[config.mk]
export PLATFORM = sky130hd
export DESIGN_NAME = fp_addsub_pipe_flat
export DESIGN_NICKNAME = d
export VERILOG_FILES = /design/src/rtl/fp_addsub_pipe_if.sv /design/src/rtl/fp_addsub_pipe.sv /design/src/flat_wrapper.sv
export SDC_FILE = /design/constraint.sdc
export NUM_CORES = 1
export LEC_CHECK = 0
export BUFFER_PORTS_ARGS = -buffer_cell sky130_fd_sc_hd__buf_2
export CORE_ASPECT_RATIO = 1.25
export CORE_MARGIN = 2
export CORE_UTILIZATION = 40
export DETAILED_ROUTE_END_ITERATION = 8
export GPL_TIMING_DRIVEN = 0
export PLACE_DENSITY = 0.59
export SYNTH_ARGS = -nofsm -noshare
export SYNTH_HDL_FRONTEND = slang
export SYNTH_SLANG_ARGS = --single-unit
[constraint.sdc]
create_clock -name clk -period 12 [get_ports clk]
set_clock_uncertainty 0.15 [all_clocks]
set_input_delay 0.6 -clock clk [delete_from_list [all_inputs] [get_ports clk]]
set_output_delay 0.6 -clock clk [all_outputs]
set_load 0.01 [all_outputs]
[src/rtl/fp_addsub_pipe_if.sv]
// Operand/result bundle for fp_addsub_pipe: one sample per cycle, no backpressure.
interface fp_addsub_pipe_if #(
    parameter int unsigned EXP_W = 8,
    parameter int unsigned MAN_W = 23
);
    localparam int unsigned W = 1 + EXP_W + MAN_W;

    logic         in_valid;
    logic         op_sub;
    logic [W-1:0] a;
    logic [W-1:0] b;
    logic         out_valid;
    logic [W-1:0] result;
    logic [2:0]   flags;

    modport master (
        output in_valid, op_sub, a, b,
        input  out_valid, result, flags
    );

    modport slave (
        input  in_valid, op_sub, a, b,
        output out_valid, result, flags
    );
endinterface

[src/rtl/fp_addsub_pipe.sv]
// Three-stage floating-point add/subtract: unpack/compare, align/add, normalise/round/pack.
// Subnormal inputs read as zero; results below the normal range flush to zero.
module fp_addsub_pipe #(
    parameter int unsigned EXP_W = 8,
    parameter int unsigned MAN_W = 23
) (
    input logic             clk,
    input logic             rst,
    fp_addsub_pipe_if.slave bus
);
    localparam int unsigned W     = 1 + EXP_W + MAN_W;
    localparam int unsigned SIG_W = MAN_W + 4;
    localparam int unsigned D_MAX = MAN_W + 3;
    localparam int unsigned D_W   = $clog2(D_MAX + 1);
    localparam int unsigned LZ_W  = $clog2(SIG_W + 1);
    localparam int unsigned E_W   = EXP_W + LZ_W + 1;
    localparam int unsigned M_W   = MAN_W + 2;
    localparam int          EMAX  = (2 ** EXP_W) - 1;
    localparam logic [EXP_W-1:0] EXP_ONES  = '1;
    localparam logic [MAN_W-1:0] QNAN_FRAC = {1'b1, {(MAN_W-1){1'b0}}};

    logic             sa, sb, a_zero, b_zero, a_inf, b_inf, a_nan, b_nan, swap;
    logic [EXP_W-1:0] ea, eb, ediff;
    logic [MAN_W-1:0] fa, fb, fa_z, fb_z;

    logic             v1_q, s1_sign_q, s1_sign_d, s1_sub_q, s1_sub_d;
    logic [EXP_W-1:0] s1_exp_q, s1_exp_d;
    logic [MAN_W:0]   s1_ma_q, s1_ma_d, s1_mb_q, s1_mb_d;
    logic [D_W-1:0]   s1_d_q, s1_d_d;
    // {nan, inf, inf_sign, both_zero, both_zero_sign}
    logic [4:0]       s1_spec_q, s1_spec_d;

    always_comb begin
        sa     = bus.a[W-1];
        sb     = bus.b[W-1] ^ bus.op_sub;
        ea     = bus.a[W-2 -: EXP_W];
        eb     = bus.b[W-2 -: EXP_W];
        fa     = bus.a[MAN_W-1:0];
        fb     = bus.b[MAN_W-1:0];
        a_zero = (ea == '0);
        b_zero = (eb == '0);
        a_inf  = (ea == EXP_ONES) && (fa == '0);
        b_inf  = (eb == EXP_ONES) && (fb == '0);
        a_nan  = (ea == EXP_ONES) && (fa != '0);
        b_nan  = (eb == EXP_ONES) && (fb != '0);
        fa_z   = a_zero ? '0 : fa;
        fb_z   = b_zero ? '0 : fb;
        swap   = {eb, fb_z} > {ea, fa_z};

        s1_sign_d = swap ? sb : sa;
        s1_exp_d  = swap ? eb : ea;
        s1_ma_d   = swap ? {~b_zero, fb_z} : {~a_zero, fa_z};
        s1_mb_d   = swap ? {~a_zero, fa_z} : {~b_zero, fb_z};
        ediff     = swap ? (eb - ea) : (ea - eb);
        s1_d_d    = (int'(ediff) > int'(D_MAX)) ? D_W'(D_MAX) : D_W'(ediff);
        s1_sub_d  = sa ^ sb;
        s1_spec_d = {a_nan | b_nan | (a_inf & b_inf & (sa ^ sb)),
                     a_inf | b_inf,
                     a_inf ? sa : sb,
                     a_zero & b_zero,
                     sa & sb};
    end

    logic [SIG_W-1:0] ma_ext, mb_ext, mb_al, lost_mask;
    logic             v2_q, s2_sign_q;
    logic [EXP_W-1:0] s2_exp_q;
    logic [SIG_W:0]   s2_sum_q, s2_sum_d;
    logic [4:0]       s2_spec_q;

    // Bits shifted past the sticky position are folded into it, so a
    // saturated distance still leaves B visible as a nonzero sticky.
    always_comb begin
        ma_ext    = {s1_ma_q, 3'b000};
        mb_ext    = {s1_mb_q, 3'b000};
        lost_mask = (SIG_W'(1) << s1_d_q) - SIG_W'(1);
        mb_al     = (mb_ext >> s1_d_q) | SIG_W'(|(mb_ext & lost_mask));
        s2_sum_d  = s1_sub_q ? ({1'b0, ma_ext} - {1'b0, mb_al})
                             : ({1'b0, ma_ext} + {1'b0, mb_al});
    end

    logic [LZ_W-1:0]       lzc;
    logic [SIG_W-1:0]      norm;
    logic signed [E_W-1:0] exp_ext, e_n, e_r;
    logic [M_W-1:0]        mant;
    logic [MAN_W-1:0]      frac;
    logic                  round_up;
    logic [W-1:0]          res_d;
    logic [2:0]            flg_d;

    always_comb begin
        lzc = LZ_W'(SIG_W);
        for (int unsigned i = 0; i < SIG_W; i++) begin
            if (s2_sum_q[i]) lzc = LZ_W'(SIG_W - 1 - i);
        end
    end

    always_comb begin
        exp_ext = $signed(E_W'(s2_exp_q));
        if (s2_sum_q[SIG_W]) begin
            norm = {s2_sum_q[SIG_W:2], s2_sum_q[1] | s2_sum_q[0]};
            e_n  = exp_ext + $signed(E_W'(1));
        end else begin
            norm = s2_sum_q[SIG_W-1:0] << lzc;
            e_n  = exp_ext - $signed(E_W'(lzc));
        end
        round_up = norm[2] & (norm[1] | norm[0] | norm[3]);
        mant     = {1'b0, norm[SIG_W-1:3]} + M_W'(round_up);
        if (mant[MAN_W+1]) begin
            e_r  = e_n + $signed(E_W'(1));
            frac = mant[MAN_W:1];
        end else begin
            e_r  = e_n;
            frac = mant[MAN_W-1:0];
        end

        flg_d = 3'b000;
        if (s2_spec_q[4]) begin
            res_d = {1'b0, EXP_ONES, QNAN_FRAC};
            flg_d = 3'b100;
        end else if (s2_spec_q[3]) begin
            res_d = {s2_spec_q[2], EXP_ONES, {MAN_W{1'b0}}};
        end else if (s2_spec_q[1]) begin
            res_d = {s2_spec_q[0], {(W-1){1'b0}}};
        end else if (s2_sum_q == '0) begin
            res_d = '0;
        end else if (e_r >= EMAX) begin
            res_d = {s2_sign_q, EXP_ONES, {MAN_W{1'b0}}};
            flg_d = 3'b010;
        end else if (e_r <= 0) begin
            res_d = {s2_sign_q, {(W-1){1'b0}}};
            flg_d = 3'b001;
        end else begin
            res_d = {s2_sign_q, e_r[EXP_W-1:0], frac};
        end
    end

    logic         out_valid_q;
    logic [W-1:0] result_q;
    logic [2:0]   flags_q;

    always_ff @(posedge clk) begin
        if (rst) begin
            v1_q        <= 1'b0;
            v2_q        <= 1'b0;
            out_valid_q <= 1'b0;
            result_q    <= '0;
            flags_q     <= '0;
        end else begin
            v1_q        <= bus.in_valid;
            v2_q        <= v1_q;
            out_valid_q <= v2_q;
            if (v2_q) begin
                result_q <= res_d;
                flags_q  <= flg_d;
            end
        end
    end

    always_ff @(posedge clk) begin
        s1_sign_q <= s1_sign_d;
        s1_exp_q  <= s1_exp_d;
        s1_ma_q   <= s1_ma_d;
        s1_mb_q   <= s1_mb_d;
        s1_d_q    <= s1_d_d;
        s1_sub_q  <= s1_sub_d;
        s1_spec_q <= s1_spec_d;
        s2_sign_q <= s1_sign_q;
        s2_exp_q  <= s1_exp_q;
        s2_sum_q  <= s2_sum_d;
        s2_spec_q <= s1_spec_q;
    end

    assign bus.out_valid = out_valid_q;
    assign bus.result    = result_q;
    assign bus.flags     = flags_q;
endmodule

[src/flat_wrapper.sv]
// flat-port wrapper written by rule: the top's interface ports become plain ports
module fp_addsub_pipe_flat 
#(
    parameter int unsigned EXP_W = 8,
    parameter int unsigned MAN_W = 23
)
  (clk, rst, bus_in_valid, bus_op_sub, bus_a, bus_b, bus_out_valid, bus_result, bus_flags);
  fp_addsub_pipe_if #(.EXP_W(EXP_W), .MAN_W(MAN_W)) bus_i ();
  input logic clk;
  input logic rst;
  input wire logic [$bits(bus_i.in_valid)-1:0] bus_in_valid;
  input wire logic [$bits(bus_i.op_sub)-1:0] bus_op_sub;
  input wire logic [$bits(bus_i.a)-1:0] bus_a;
  input wire logic [$bits(bus_i.b)-1:0] bus_b;
  output wire logic [$bits(bus_i.out_valid)-1:0] bus_out_valid;
  output wire logic [$bits(bus_i.result)-1:0] bus_result;
  output wire logic [$bits(bus_i.flags)-1:0] bus_flags;
  assign bus_i.in_valid = bus_in_valid;
  assign bus_i.op_sub = bus_op_sub;
  assign bus_i.a = bus_a;
  assign bus_i.b = bus_b;
  assign bus_out_valid = bus_i.out_valid;
  assign bus_result = bus_i.result;
  assign bus_flags = bus_i.flags;
  fp_addsub_pipe #(.EXP_W(EXP_W), .MAN_W(MAN_W)) u_core (.clk(clk), .rst(rst), .bus(bus_i));
endmodule
# Yosys cells after proc, flatten, opt, wreduce, memory -nomap -nowiden

Index checks and enable logic that the tools add are counted.

Add/subtract/negate cells: 9
$lt $le $gt $ge: 4
Eq/ne operators: 2
Shifts and indexed selects: 3
Muxes and demuxes: 52
Bitwise gates (word level): 17
Reduce and logical (&&, ||, !) cells: 12

Operators with widths:

| operator              | number |
|---|---|
| $mux 32               | 4 |
| $mux 5                | 16 |
| $mux 23               | 3 |
| $mux 31               | 2 |
| $mux 24               | 2 |
| $logic_not 23->1      | 2 |
| $reduce_bool 23->1    | 2 |
| $mux 4                | 8 |
| $gt 31x31->1          | 1 |
| $add 27x27->28        | 1 |
| $logic_not 28->1      | 1 |
| $mux 14               | 2 |
| $mux 28               | 1 |
| $sub 27x27->28        | 1 |
| $and 27x27->27        | 1 |
| $mux 27               | 1 |
| $or 27x1->27          | 1 |
| $reduce_or 27->1      | 1 |
| $shl 1x5->27 const A  | 1 |
| $shl 27x5->27         | 1 |
| $shr 27x5->27         | 1 |
| $sub 27x2->27 const B | 1 |
| $add 24x1->25         | 1 |
| $eq 8x8->1 const B    | 2 |
| 17 further kinds      | 42 |

Bits in registers: 148
Output and inout bits: 36
Word-level logic and storage cells: 115

# Longest topological paths before layout

Depth after elaboration: 41
Depth in mapped cells: 27
Mapped depth without buffers: 24

# Least setup slack after synthesis

No wires, ideal clock.

Path kind: register to register
From: register u_core.s1_d_q[1]
To: register u_core.s2_sum_q[26]
Setup time: 0.130 ns
Arrival time: 5.189 ns
Data required time: 11.720 ns
Path slack: 6.530 ns
Cell stages (with the launch flop): 26
Buffers on the path: 3
Clock period less this slack: 5.470 ns
Path through: dfxtp_1 -> clkbuf_1 -> clkbuf_1 -> buf_1 -> mux2_2 -> nor2_1 -> a21oi_1 -> mux2i_1 -> and2_1 -> o32a_1 -> inv_1 -> ha_1 -> nand2b_1 -> a21oi_1 -> o21ai_0 -> a21o_1 -> a211oi_1 -> o21bai_1 -> a221oi_1 -> a221oi_1 -> a221o_1 -> o41ai_1 -> o221ai_1 -> o31ai_1 -> xor2_1 -> mux2i_1

Word-level cells in the longest chain between the ends: 7
Elaborated cells on any way between the ends: 9
Those cells by class: 3 x add/sub; 2 x shift; 1 x mux; 2 x bitwise; 1 x reduce/logical

Ends and longest elaborated chain:

| what                                             | line                                       | source |
|---|---|---|
| start, declared                                  | fp_addsub_pipe.sv:29                       | `logic [D_W-1:0] s1_d_q, s1_d_d;` |
| start signal, assigned                           | fp_addsub_pipe.sv:164                      | `s1_d_q <= s1_d_d;` |
| $shl 1x5->27                                     | fp_addsub_pipe.sv:75                       | `lost_mask = (SIG_W'(1) << s1_d_q) - SIG_W'(1);` |
| $sub 27x2->27                                    | fp_addsub_pipe.sv:75                       |  |
| $and 27x27->27                                   | fp_addsub_pipe.sv:76                       | `mb_al = (mb_ext >> s1_d_q) \| SIG_W'(\|(mb_ext & lost_mask));` |
| $reduce_or 27->1                                 | fp_addsub_pipe.sv:76                       |  |
| $or 27x1->27 (*)                                 | fp_addsub_pipe.sv:76                       |  |
| $add 27x27->28 or $sub 27x27->28 (tied branches) | fp_addsub_pipe.sv:78, fp_addsub_pipe.sv:77 |  |
| $mux 28 (*)                                      | fp_addsub_pipe.sv:77                       | `s2_sum_d = s1_sub_q ? ({1'b0, ma_ext} - {1'b0, mb_al})` |
| net u_core.s2_sum_d[26]                          | fp_addsub_pipe.sv:67                       | `logic [SIG_W:0] s2_sum_q, s2_sum_d;` |
| end signal, assigned                             | fp_addsub_pipe.sv:169                      | `s2_sum_q <= s2_sum_d;` |
| end, declared                                    | fp_addsub_pipe.sv:67                       |  |

The timed path passes the listed nets; every way through them passes the cells marked *.
A chain may end at the register's enable or synchronous reset.

# Worst setup path in the final report

From: register u_core.s1_d_q[0]
To: register u_core.s2_sum_q[26]

The elaborated chain is that of the path after synthesis.

==> reports/metrics.cfg <==
[logic_synthesis]
synth.distinct_cells=98
synth_simple_gate_area_frac=0.221
synth_top_area_share=0.213
synth.avg_cell_area_um2=7.64
synth_top_flop_cell=dfxtp_1
synth_compound_area_frac=0.248
synth_top_family_by_area=compound AO/OA/AOI/OAI gates
synth_edf_count=0
yosysSeqAreaShare=0.213
synth-async-reset-ratio=0
synth_nets=1988
yosysTopAreaCell=dfxtp_1
syn_inst=1819
synth_area_leaders=dfxtp_1, ha_1, mux2i_1
yosysWarningCount=0
synth-adder-area-share=0.0938
synth_xor_area_frac=0.0416
syn_area_mm2=0.0139
ys_seq_elements=148
muxShareOfSynthArea=0.113

[detailed_routing]
routedWlPerCell_um=21.4
remaining_drc_errors=0
wirelength_um=51800
drt_iter0_markers=1245
viasPerCell=5.89
vias=14300
drt.antenna.violating_nets=0
drt_first_pass_iters=6

[sta]
fin_crit_sh=0.617
drv_slew=0
fmax_mhz=135
timing.setup.tns_ns=0
worstMarginPinSlew_ns=1.07
hold-worst-slack_ns=0.174
fin_ws_ns=4.59
rsz0062_at_grt=no
setup_viol=0
hold_viol_final=0
relSlewSlack=0.286
fin_crit_ns=7.41

[floorplan]
io_pins=104
die_height_um=212
rows=76
die-area_mm2=0.0363
core_mm2=0.0343
start_util=0.405
die_w_um=171

[power]
power_frac_seq=0.234
p_leak_nw=6.89
power_density_mw_per_mm2=184
vdd_ir_drop_max_mv=0.117
p_switching_mw=1.40
switching_share=0.486
p_comb_frac=0.569
internal_power_mw=1.48
p_clk_frac=0.197

[cts]
post_cts_resized=0
clock-sinks=148
clock_path_buffers=2
post-cts-setup-buffer-count=0
cts_made_buffers=17
ctsHtreeMaxLevel=4
cts_tree=done
clkLatencyLatePin_ns=0.45
cts_root_buf=clkbuf_16
cts.reportedPaths.clkPinSlew_ns=0.07
cts_hold_buffers=0

[place]
place_congestion=0.973
place_ws_ns=4.76
hpwl_um=41000
io_buffer_count=103

[run]
maxCapViolations=0

[critical_path]
critPathArrivalTime_ns=7.56
crit_fanout=10
r2r_slack_ns=4.59
crit_path_end_kind=flip-flop
crit_type=reg -> reg
critPathLaunchType=flip-flop
required_ns=12.15

[finish]
post_route_cells_drive_above_1_share=0.134
final_nets=2111
diodes=0
final_core_util=0.456
area_growth_syn_to_layout_pct=12.5

[global_route]
grt_max_degree=17
grt.total_usage=0.288
grt_pass1_wl_um=80200
grt_pass1_vias=14100
antenna_found_initial=0
grt.overflow.total=0

[status]
run_status=finished clean

[worst_hold_path]
worstHoldPathType=reg -> reg

-- synthesized netlist by cell type, types with 44 or more instances --
cell type  number
dfxtp_1       148
nand3_1        52
nor2_1        143
ha_1           97
xnor2_1        44
nand2_1       217
inv_1         120
clkbuf_1       72
o21ai_0       125
mux2i_1        91
nor3_1         44
a21oi_1        91
-- final timing paths --
check                          start                   to  depth (start not counted)
hold reg to reg   u_core.s1_exp_q[7]   u_core.s2_exp_q[7]                          0
setup / recovery    u_core.s1_d_q[0]  u_core.s2_sum_q[26]                         23
hold / removal    u_core.s1_exp_q[7]   u_core.s2_exp_q[7]                          0
setup reg to reg    u_core.s1_d_q[0]  u_core.s2_sum_q[26]                         23
-- layout make-up --
class / instances / area [um2]
fill: 3533 / 18700
clock buffer: 18 / 439
sequential: 148 / 2960
timing repair buffer: 104 / 526
inverter: 124 / 465
multi-input combinational: 1434 / 9970
clock inverter: 14 / 188
buffer: 113 / 503
tap: 468 / 586
-- stage by stage --
stage | cells | instance area [um2] | power, mW
after CTS | 2423 | 15600 | 2.84
final | 2423 | 15600 | 2.88
after floorplan | 1819 | 13900 | 1.76
after global routing | 2423 | 15600 | 3.04
after global placement | 2390 | 15000 | 2.26
after detailed placement | 2391 | 15000 | 2.26
-- sequential cells by signal (all words and copies together), names as in the netlist, 8 cells and up --
| name | cells |
|---|---|
| u_core.s1_exp_q | 8 |
| u_core.s1_mb_q | 24 |
| u_core.s2_exp_q | 8 |
| u_core.s1_ma_q | 24 |
| u_core.bus.result | 32 |
| u_core.s2_sum_q | 28 |
-- cells in the final DEF, fill, tap and decap left out, types with 18 or more instances in the layout --
cell type	count
nand2_1	217
dfxtp_1	148
nor2_1	143
o21ai_0	125
inv_1	120
buf_2	118
ha_1	97
mux2i_1	91
a21oi_1	91
clkbuf_1	72
nand3_1	52
nor3_1	44
xnor2_1	44
mux2_2	37
nor4_1	29
nand2b_1	24
a211oi_1	22
xor2_1	22
o31ai_1	21
a21o_1	21
and2_1	21
nor2b_1	18
-- worst max-delay path, stage by stage (launching register included) --
cell	delay [ns]
dfxtp_1	0.57
clkbuf_1	0.49
clkbuf_1	0.57
buf_1	0.46
mux2i_1	0.56
mux2i_1	0.28
and2_1	0.23
o32a_1	0.36
inv_1	0.07
ha_1	0.16
nand2b_1	0.06
a21oi_1	0.23
o21ai_0	0.11
a21o_1	0.22
a211oi_1	0.23
o21bai_1	0.13
a221oi_1	0.45
a221oi_1	0.21
a221o_1	0.37
o41ai_1	0.49
o221ai_1	0.28
o31ai_1	0.29
xor2_1	0.19
mux2i_1	0.10
-- cell families (layout without fill, tap and decap cells) --
group,count (synthesis),count (layout)
AOI/OAI and AO/OA,489,489
buffers and inverters,237,373
muxes,140,140
adders and majority gates,102,102
and+or+nand+nor,637,637
xor gates and xnor gates,66,66
DFF,148,148
-- per-layer routing --
layer  GRT usage  up-vias  part of all wire
met5           0        -                 0
met4       0.171        0             0.060
met3      0.0419      174             0.049
met2       0.506      528              0.49
met1       0.330     6732              0.40
li1            -     6840                 -
-- power groups by stage --
stage / registers, mW / logic (mW) / clock network (mW)
floorplan: 0.649 / 1.11 / 0
global placement: 0.679 / 1.58 / 0
detailed placement: 0.681 / 1.58 / 0
CTS: 0.670 / 1.59 / 0.580
global route: 0.683 / 1.77 / 0.596
finish: 0.673 / 1.64 / 0.567
No activity file was read; power rests on OpenSTA's default activity.
